`src/rtl/ucsbece154a_mem_wait.sv`:
```
// ucsbece154a_mem_wait
// Unified instruction/data memory for the multicycle RISC-V core, with a
// programmable number of wait states between request acceptance and access.
//
// Ports:
//   clk          core clock, all state updates on the rising edge
//   reset        asynchronous active-low reset (array contents not reset)
//   a_i          byte address
//   wd_i         write data
//   we_i         write request (takes priority over re_i)
//   re_i         read request
//   be_i         byte-lane write enables (only with UCSBECE154A_MEM_BYTE_EN)
//   rd_o         registered read data
//   ready_o      one-cycle access-complete pulse
//   stall_o      request pending and not yet complete
//   misaligned_o pulses with ready_o when the accepted address was misaligned
//   err_sticky_o set by any misaligned or out-of-range access, cleared by reset
//
// Optional feature macro: UCSBECE154A_MEM_BYTE_EN (adds be_i byte-lane writes).
module ucsbece154a_mem_wait #(
  parameter int unsigned WORDS     = 64,
  parameter logic [31:0] ADDR_BASE = 32'h0000_0000,
  parameter int unsigned LATENCY   = 2
) (
  input  logic        clk,
  input  logic        reset,
  input  logic [31:0] a_i,
  input  logic [31:0] wd_i,
  input  logic        we_i,
  input  logic        re_i,
`ifdef UCSBECE154A_MEM_BYTE_EN
  input  logic [3:0]  be_i,
`endif
  output logic [31:0] rd_o,
  output logic        ready_o,
  output logic        stall_o,
  output logic        misaligned_o,
  output logic        err_sticky_o
);

  localparam int unsigned IdxW      = (WORDS > 1) ? $clog2(WORDS) : 1;
  localparam logic [32:0] SpanBytes = 33'(WORDS) * 33'd4;

  typedef enum logic [1:0] {StIdle, StBusy, StResp} state_e;

  state_e      r_state;
  state_e      w_state_nxt;
  logic [3:0]  r_cnt;
  logic [31:0] r_addr;
  logic [31:0] r_wd;
  logic        r_we;
  logic [31:0] r_rd;
  logic        r_mis;
  logic        r_err;
`ifdef UCSBECE154A_MEM_BYTE_EN
  logic [3:0]  r_be;
`endif

  logic [31:0] r_mem [WORDS];

  logic            w_req;
  logic [31:0]     w_off;
  logic            w_in_range;
  logic [IdxW-1:0] w_idx;
  logic            w_mis;
  logic            w_access;
  logic            w_bad;

  assign w_req = re_i | we_i;

  // Offset is only meaningful when r_addr >= ADDR_BASE; the explicit compare
  // rules out wrap-around of the subtraction.
  assign w_off      = r_addr - ADDR_BASE;
  assign w_in_range = (r_addr >= ADDR_BASE) && ({1'b0, w_off} < SpanBytes);
  assign w_idx      = w_off[IdxW+1:2];

`ifdef UCSBECE154A_MEM_BYTE_EN
  // Sub-word accesses select lanes of the addressed word directly, so only a
  // full-word access can straddle a word boundary.
  assign w_mis = (r_be == 4'hF) && (r_addr[1:0] != 2'b00);
`else
  assign w_mis = (r_addr[1:0] != 2'b00);
`endif

  assign w_bad    = w_mis | ~w_in_range;
  assign w_access = (r_state == StBusy) && (r_cnt == 4'd0);

  always_comb begin
    w_state_nxt = r_state;
    unique case (r_state)
      StIdle:  if (w_req) w_state_nxt = StBusy;
      StBusy:  if (r_cnt == 4'd0) w_state_nxt = StResp;
      StResp:  w_state_nxt = StIdle;
      default: w_state_nxt = StIdle;
    endcase
  end

  always_ff @(posedge clk or negedge reset) begin
    if (!reset) begin
      r_state <= StIdle;
      r_cnt   <= 4'd0;
      r_addr  <= 32'd0;
      r_wd    <= 32'd0;
      r_we    <= 1'b0;
      r_rd    <= 32'd0;
      r_mis   <= 1'b0;
      r_err   <= 1'b0;
`ifdef UCSBECE154A_MEM_BYTE_EN
      r_be    <= 4'd0;
`endif
    end else begin
      r_state <= w_state_nxt;
      unique case (r_state)
        StIdle: begin
          if (w_req) begin
            r_addr <= a_i;
            r_wd   <= wd_i;
            r_we   <= we_i;
            r_cnt  <= 4'(LATENCY);
`ifdef UCSBECE154A_MEM_BYTE_EN
            r_be   <= be_i;
`endif
          end
        end
        StBusy: begin
          if (r_cnt != 4'd0) begin
            r_cnt <= r_cnt - 4'd1;
          end else begin
            // Writes leave rd_o untouched; bad reads return zero.
            if (!r_we) r_rd <= w_bad ? 32'd0 : r_mem[w_idx];
            r_mis <= w_mis;
            if (w_bad) r_err <= 1'b1;
          end
        end
        StResp:  r_mis <= 1'b0;
        default: ;
      endcase
    end
  end

  // Array is not reset; a reset mid-access forces StIdle so w_access drops.
  always_ff @(posedge clk) begin
    if (w_access && r_we && !w_bad) begin
`ifdef UCSBECE154A_MEM_BYTE_EN
      for (int k = 0; k < 4; k++) begin
        if (r_be[k]) r_mem[w_idx][8*k +: 8] <= r_wd[8*k +: 8];
      end
`else
      r_mem[w_idx] <= r_wd;
`endif
    end
  end

  assign rd_o         = r_rd;
  assign ready_o      = (r_state == StResp);
  assign stall_o      = (r_state == StBusy) | ((r_state == StIdle) & w_req);
  assign misaligned_o = r_mis;
  assign err_sticky_o = r_err;

endmodule

```
`config.mk`:
```
export PLATFORM = sky130hd
export DESIGN_NAME = ucsbece154a_mem_wait
export DESIGN_NICKNAME = d
export VERILOG_FILES = /design/src/rtl/ucsbece154a_mem_wait.sv
export SDC_FILE = /design/constraint.sdc
export NUM_CORES = 2
export LEC_CHECK = 0
export ABC_AREA = 1
export BUFFER_PORTS_ARGS = -buffer_cell sky130_fd_sc_hd__buf_4
export CAP_MARGIN = 20
export CORE_MARGIN = 3
export CORE_UTILIZATION = 25
export DETAILED_ROUTE_END_ITERATION = 16
export PLACE_DENSITY = 0.36
export SLEW_MARGIN = 5
export SYNTH_ARGS = -nofsm -noshare
export SYNTH_HDL_FRONTEND = slang
export SYNTH_SLANG_ARGS = --single-unit
```
`constraint.sdc`:
```
create_clock -name clk -period 4.07 [get_ports clk]
set_input_delay 0.2035 -clock clk [delete_from_list [all_inputs] [get_ports clk]]
set_output_delay 0.2035 -clock clk [all_outputs]
set_load 0.05 [all_outputs]
```
==> reports/results.txt <==
The maximum number of pins on one net before global-route repair is 127. The tightest min-delay check is of the in2reg type. The share of synthesized registers carrying an async set or reset came out at 4.88%.

For the routed length on met1, the log shows 155,000 um. After clock tree synthesis, the clock-pin slew on the worst setup and hold paths is 0.05 ns. In this run, distinct cell masters in the synthesized netlist total 32. Post-layout instance area: 107,000 sq um. The worst path meets setup with 0.578 ns of slack. In this run switching power makes up 39.4% of total power. In this design, the largest share of critical-path delay is due to simple AND/OR/NAND/NOR gates. After synthesis the netlist holds a flip-flop and latch count of 2,153. CTS placed an instance of clkbuf_16 at the clock tree root. The routed wire length per instance is 25.1 um, and the ratio of final minimum period to clock period is 85.8%.

At the worst endpoint, the required time is 4.86 ns. The critical path in this run is classified as reg2reg. The logs give 474,000 um for the first-pass GRT wire length and 4 for the maximum clock path buffer count.

Maximum clock frequency: 286 MHz. In this design, the stage delay of the slowest critical-path cell is 0.81 ns. The critical path goes through buf_12 > o21ai_0 > nand2_1 > nand2_1 > nand2_1 > nand2_1 > nand2_1 > nand2_1 > nor2_1 > nand3_1 > nand2_1. The floorplan has 218 rows. Across the VDD grid, the largest voltage drop is 0.604 mV.

After filler insertion, the fill cell instance count of the layout stands at 36,424. The final weighted congestion in routability-driven placement came out at 0.784. The tool flagged a number of max-cap violations equal to 0. The run finished with clean final reports. The worst path needs 3.49 ns of the cycle, external delays included. The number of vias per cell is 4.41.

For this design, the sink count on the clock tree is 2,153. The most common library cell in the layout ignoring fill and taps is nand2_1. Summing over every cut layer, the via total after detailed routing is 59,988. The cell area that synthesis handed to floorplanning was 89,000 sq um. In the final design database the tool counted 8,708 nets. The clock network accounts for 29.5% of the total power.

The slew at the pin with the worst max-slew slack came out at 1.15 ns. Measured along the y axis, the die boundary spans 603 um. The top cell types in the final layout, fill and taps aside, are nand2_1 (3,511), edfxtp_1 (2,048), inv_1 (757), nand3_1 (596), nor2_1 (338). The tools report the relative contribution of combinational cells to total power as 32.1%. The highest layer touched by signal routing is met5. Once detail routing completed, the nets flagged for antenna violations numbered 0. TritonCTS built the clock tree. The number of buffers and inverters on the critical path is 1, and the number of buffers inserted by port buffering is 103. The logs give 0.419 ns for the placement-stage worst setup slack and 0 for the number of setup buffers added after CTS. In this design, the critical path's most frequently occurring cell is nand2_1.

Overall power consumption after layout is estimated at 76.7 mW. The internal power of the cells totals 46.4 mW. The floorplan step defined a die boundary enclosing 363,000 sq um. The number of synthesized flops with an enable pin was 2,048; the number of warnings issued by yosys was 0. In this run, flip-flops and latches consume 38.4% of the power. The tools report the area of the core region as 353,000 sq um. Commonest register cell after synthesis: edfxtp_1. TritonCTS created 266 clock buffers. 104 I/O pins were placed. The clock reaches the later pin of the worst-skew pair after 0.89 ns. The detailed router finished its first iteration with 5,499 violations.

Average cell area after synthesis: 10.8 sq um. The first TritonRoute pass finished after 6 iterations. The logs give 0 for the final count of pins violating max slew and 42.3 nW for the leakage power. The tools report the maximum level of the CTS H-tree as 5.

The tools report the count of final hold-check violations as 0. The number of nets in the synthesized netlist is 8,339. The area growth from synthesis to layout is 20.4%. Once the floorplan was initialized, standard cells occupied 25.2% of the core. Setup repair after global routing left no endpoint under its margin. The logs give 18.3% for the total global-route track usage and 30.3% for the post-route core utilization. Of the cells placed in the final design, the portion with a size suffix greater than 1 is 9.66%. For this run, the register share of the synthesized area comes to 72.0%. The wire-length estimate of the detail-placed layout is 197,000 um. In the routed design, unresolved DRC markers number 0. For this design the ratio of total power to cell area is 715 nW/um^2.

Startpoint kind of the worst setup timing path: a flip-flop. In this run the worst path has a maximum fanout of 116. For the total global routing overflow, the log shows 0. The floorplan die width came out at 603 um. The tools report the setup skew after layout as 0.0523 ns. Summed over all nets, the switching power comes to 30.2 mW. The worst setup path is captured at a flip-flop.

The routed design uses 15,400 um of met3 wire. The run gives 59,067 as the via count of the first global-routing pass. Headroom to the max-slew limit came out at 23.1%. The run gives 97,700 sq um as the placed standard-cell area. Synthesis handed over a netlist of 8,269 instances. Setup total negative slack on the finished layout was measured at 0 ns.

Setup violations remaining at the end of the flow were counted as 0. Cell with the largest stage delay on the worst path: nor2_1. The initial antenna violation count was 32. In the detailed route, the total length drawn on met2 is 162,000 um.

For the data arrival at the endpoint of the critical path, the log shows 4.28 ns. The routed wire length was 341,000 um; the flop-to-flop setup slack was 0.58 ns.
flip-flops by register name, summed over array words and instances (netlist names):
name / flops
r_mem: 2048
r_addr: 32
r_wd: 32
rd_o: 32
r_cnt: 4
r_state: 2
err_sticky_o: 1
misaligned_o: 1
r_we: 1
cells by family (layout without fill, tap and decap cells):
group / count (synthesis) / in the layout / share of synthesized area, %
adders and majority gates: 2 / 2 / 0.0281
AOI/OAI and AO/OA: 309 / 309 / 1.79
buffers and inverters: 1179 / 1755 / 5.42
and+or+nand+nor: 4626 / 4626 / 20.7
DFF: 2153 / 2153 / 72.0
other: 0 / 13 / 0
final timing paths:
path,startpoint,end,depth (start not counted)
min in group asynchronous,reset,r_wd[3],4
setup reg to reg,r_addr[2],rd_o[16],11
hold reg to reg,err_sticky_o,err_sticky_o,1
setup / recovery,r_addr[2],rd_o[16],11
max in group asynchronous,reset,r_addr[3],4
hold / removal,re_i,r_cnt[2],5
synthesized netlist by cell type (2+ instances only):
library cell / n / area [sq um]
nand4_1: 88 / 551
nand2_1: 3511 / 13200
buf_1: 31 / 116
nand3_1: 596 / 2980
o211ai_1: 4 / 30.0
o21ai_1: 69 / 345
inv_2: 5 / 18.8
nor2_4: 2 / 22.5
nor3_2: 3 / 30.0
ha_1: 2 / 25.0
clkbuf_1: 148 / 556
clkinv_1: 2 / 7.51
buf_6: 3 / 33.8
nor3_1: 5 / 25.0
edfxtp_1: 2048 / 61500
buf_4: 36 / 270
nor3_4: 3 / 48.8
a31oi_1: 21 / 131
a21oi_1: 42 / 210
inv_1: 760 / 2850
or2_2: 7 / 43.8
buf_2: 193 / 966
dfrtp_1: 105 / 2630
nand3b_1: 6 / 45.0
nor2_1: 402 / 1510
o21ai_0: 170 / 851
o21bai_1: 2 / 15.0
through the flow:
stage	instances	hold WS [ns]
floorplan	8269	-0.0921
global placement	12968	0.330
detailed placement	12970	0.325
CTS	13575	0.00714
global route	13577	0.0703
finish	13588	0.0846
tightest hold or removal path, cell delays in order:
cell and delay, ns:
buf_4 0.09, o21ai_4 0.05, buf_4 0.32, o21ai_0 0.16, a21oi_1 0.05
cell type report:
class	count	area, sq um	share of cell area, %
inverter	768	2920	2.72
multi-input combinational	4937	20600	19.2
clock buffer	369	7270	6.78
timing repair buffer	512	5410	5.04
sequential	2153	64200	59.9
tap	4730	5920	5.52
antenna	13	32.5	0.0303
clock inverter	106	880	0.820
what timing repair did:
| item | in CTS | in global routing |
|---|---|---|
| resized for setup | 0 | 0 |
| hold buffers | 130 | 0 |
| hold endpoints to repair | 104 | 0 |
power groups by stage:
stage / registers [mW] / logic [mW] / clock network [mW]
global placement: 30.0 / 24.5 / 0
global route: 29.5 / 26.9 / 24.1
detailed placement: 30.0 / 24.5 / 0
finish: 29.4 / 24.6 / 22.6
CTS: 29.5 / 25.1 / 23.3
floorplan: 29.6 / 11.9 / 0
per-layer routing:
layer  up-vias  global-route usage [%]
li1      27951                       -
met1     30286                    25.2
met2      1409                    30.6
met3       340                    2.39
met4         2                    4.33
met5         -                       0
(Power assumes the default switching activity.)
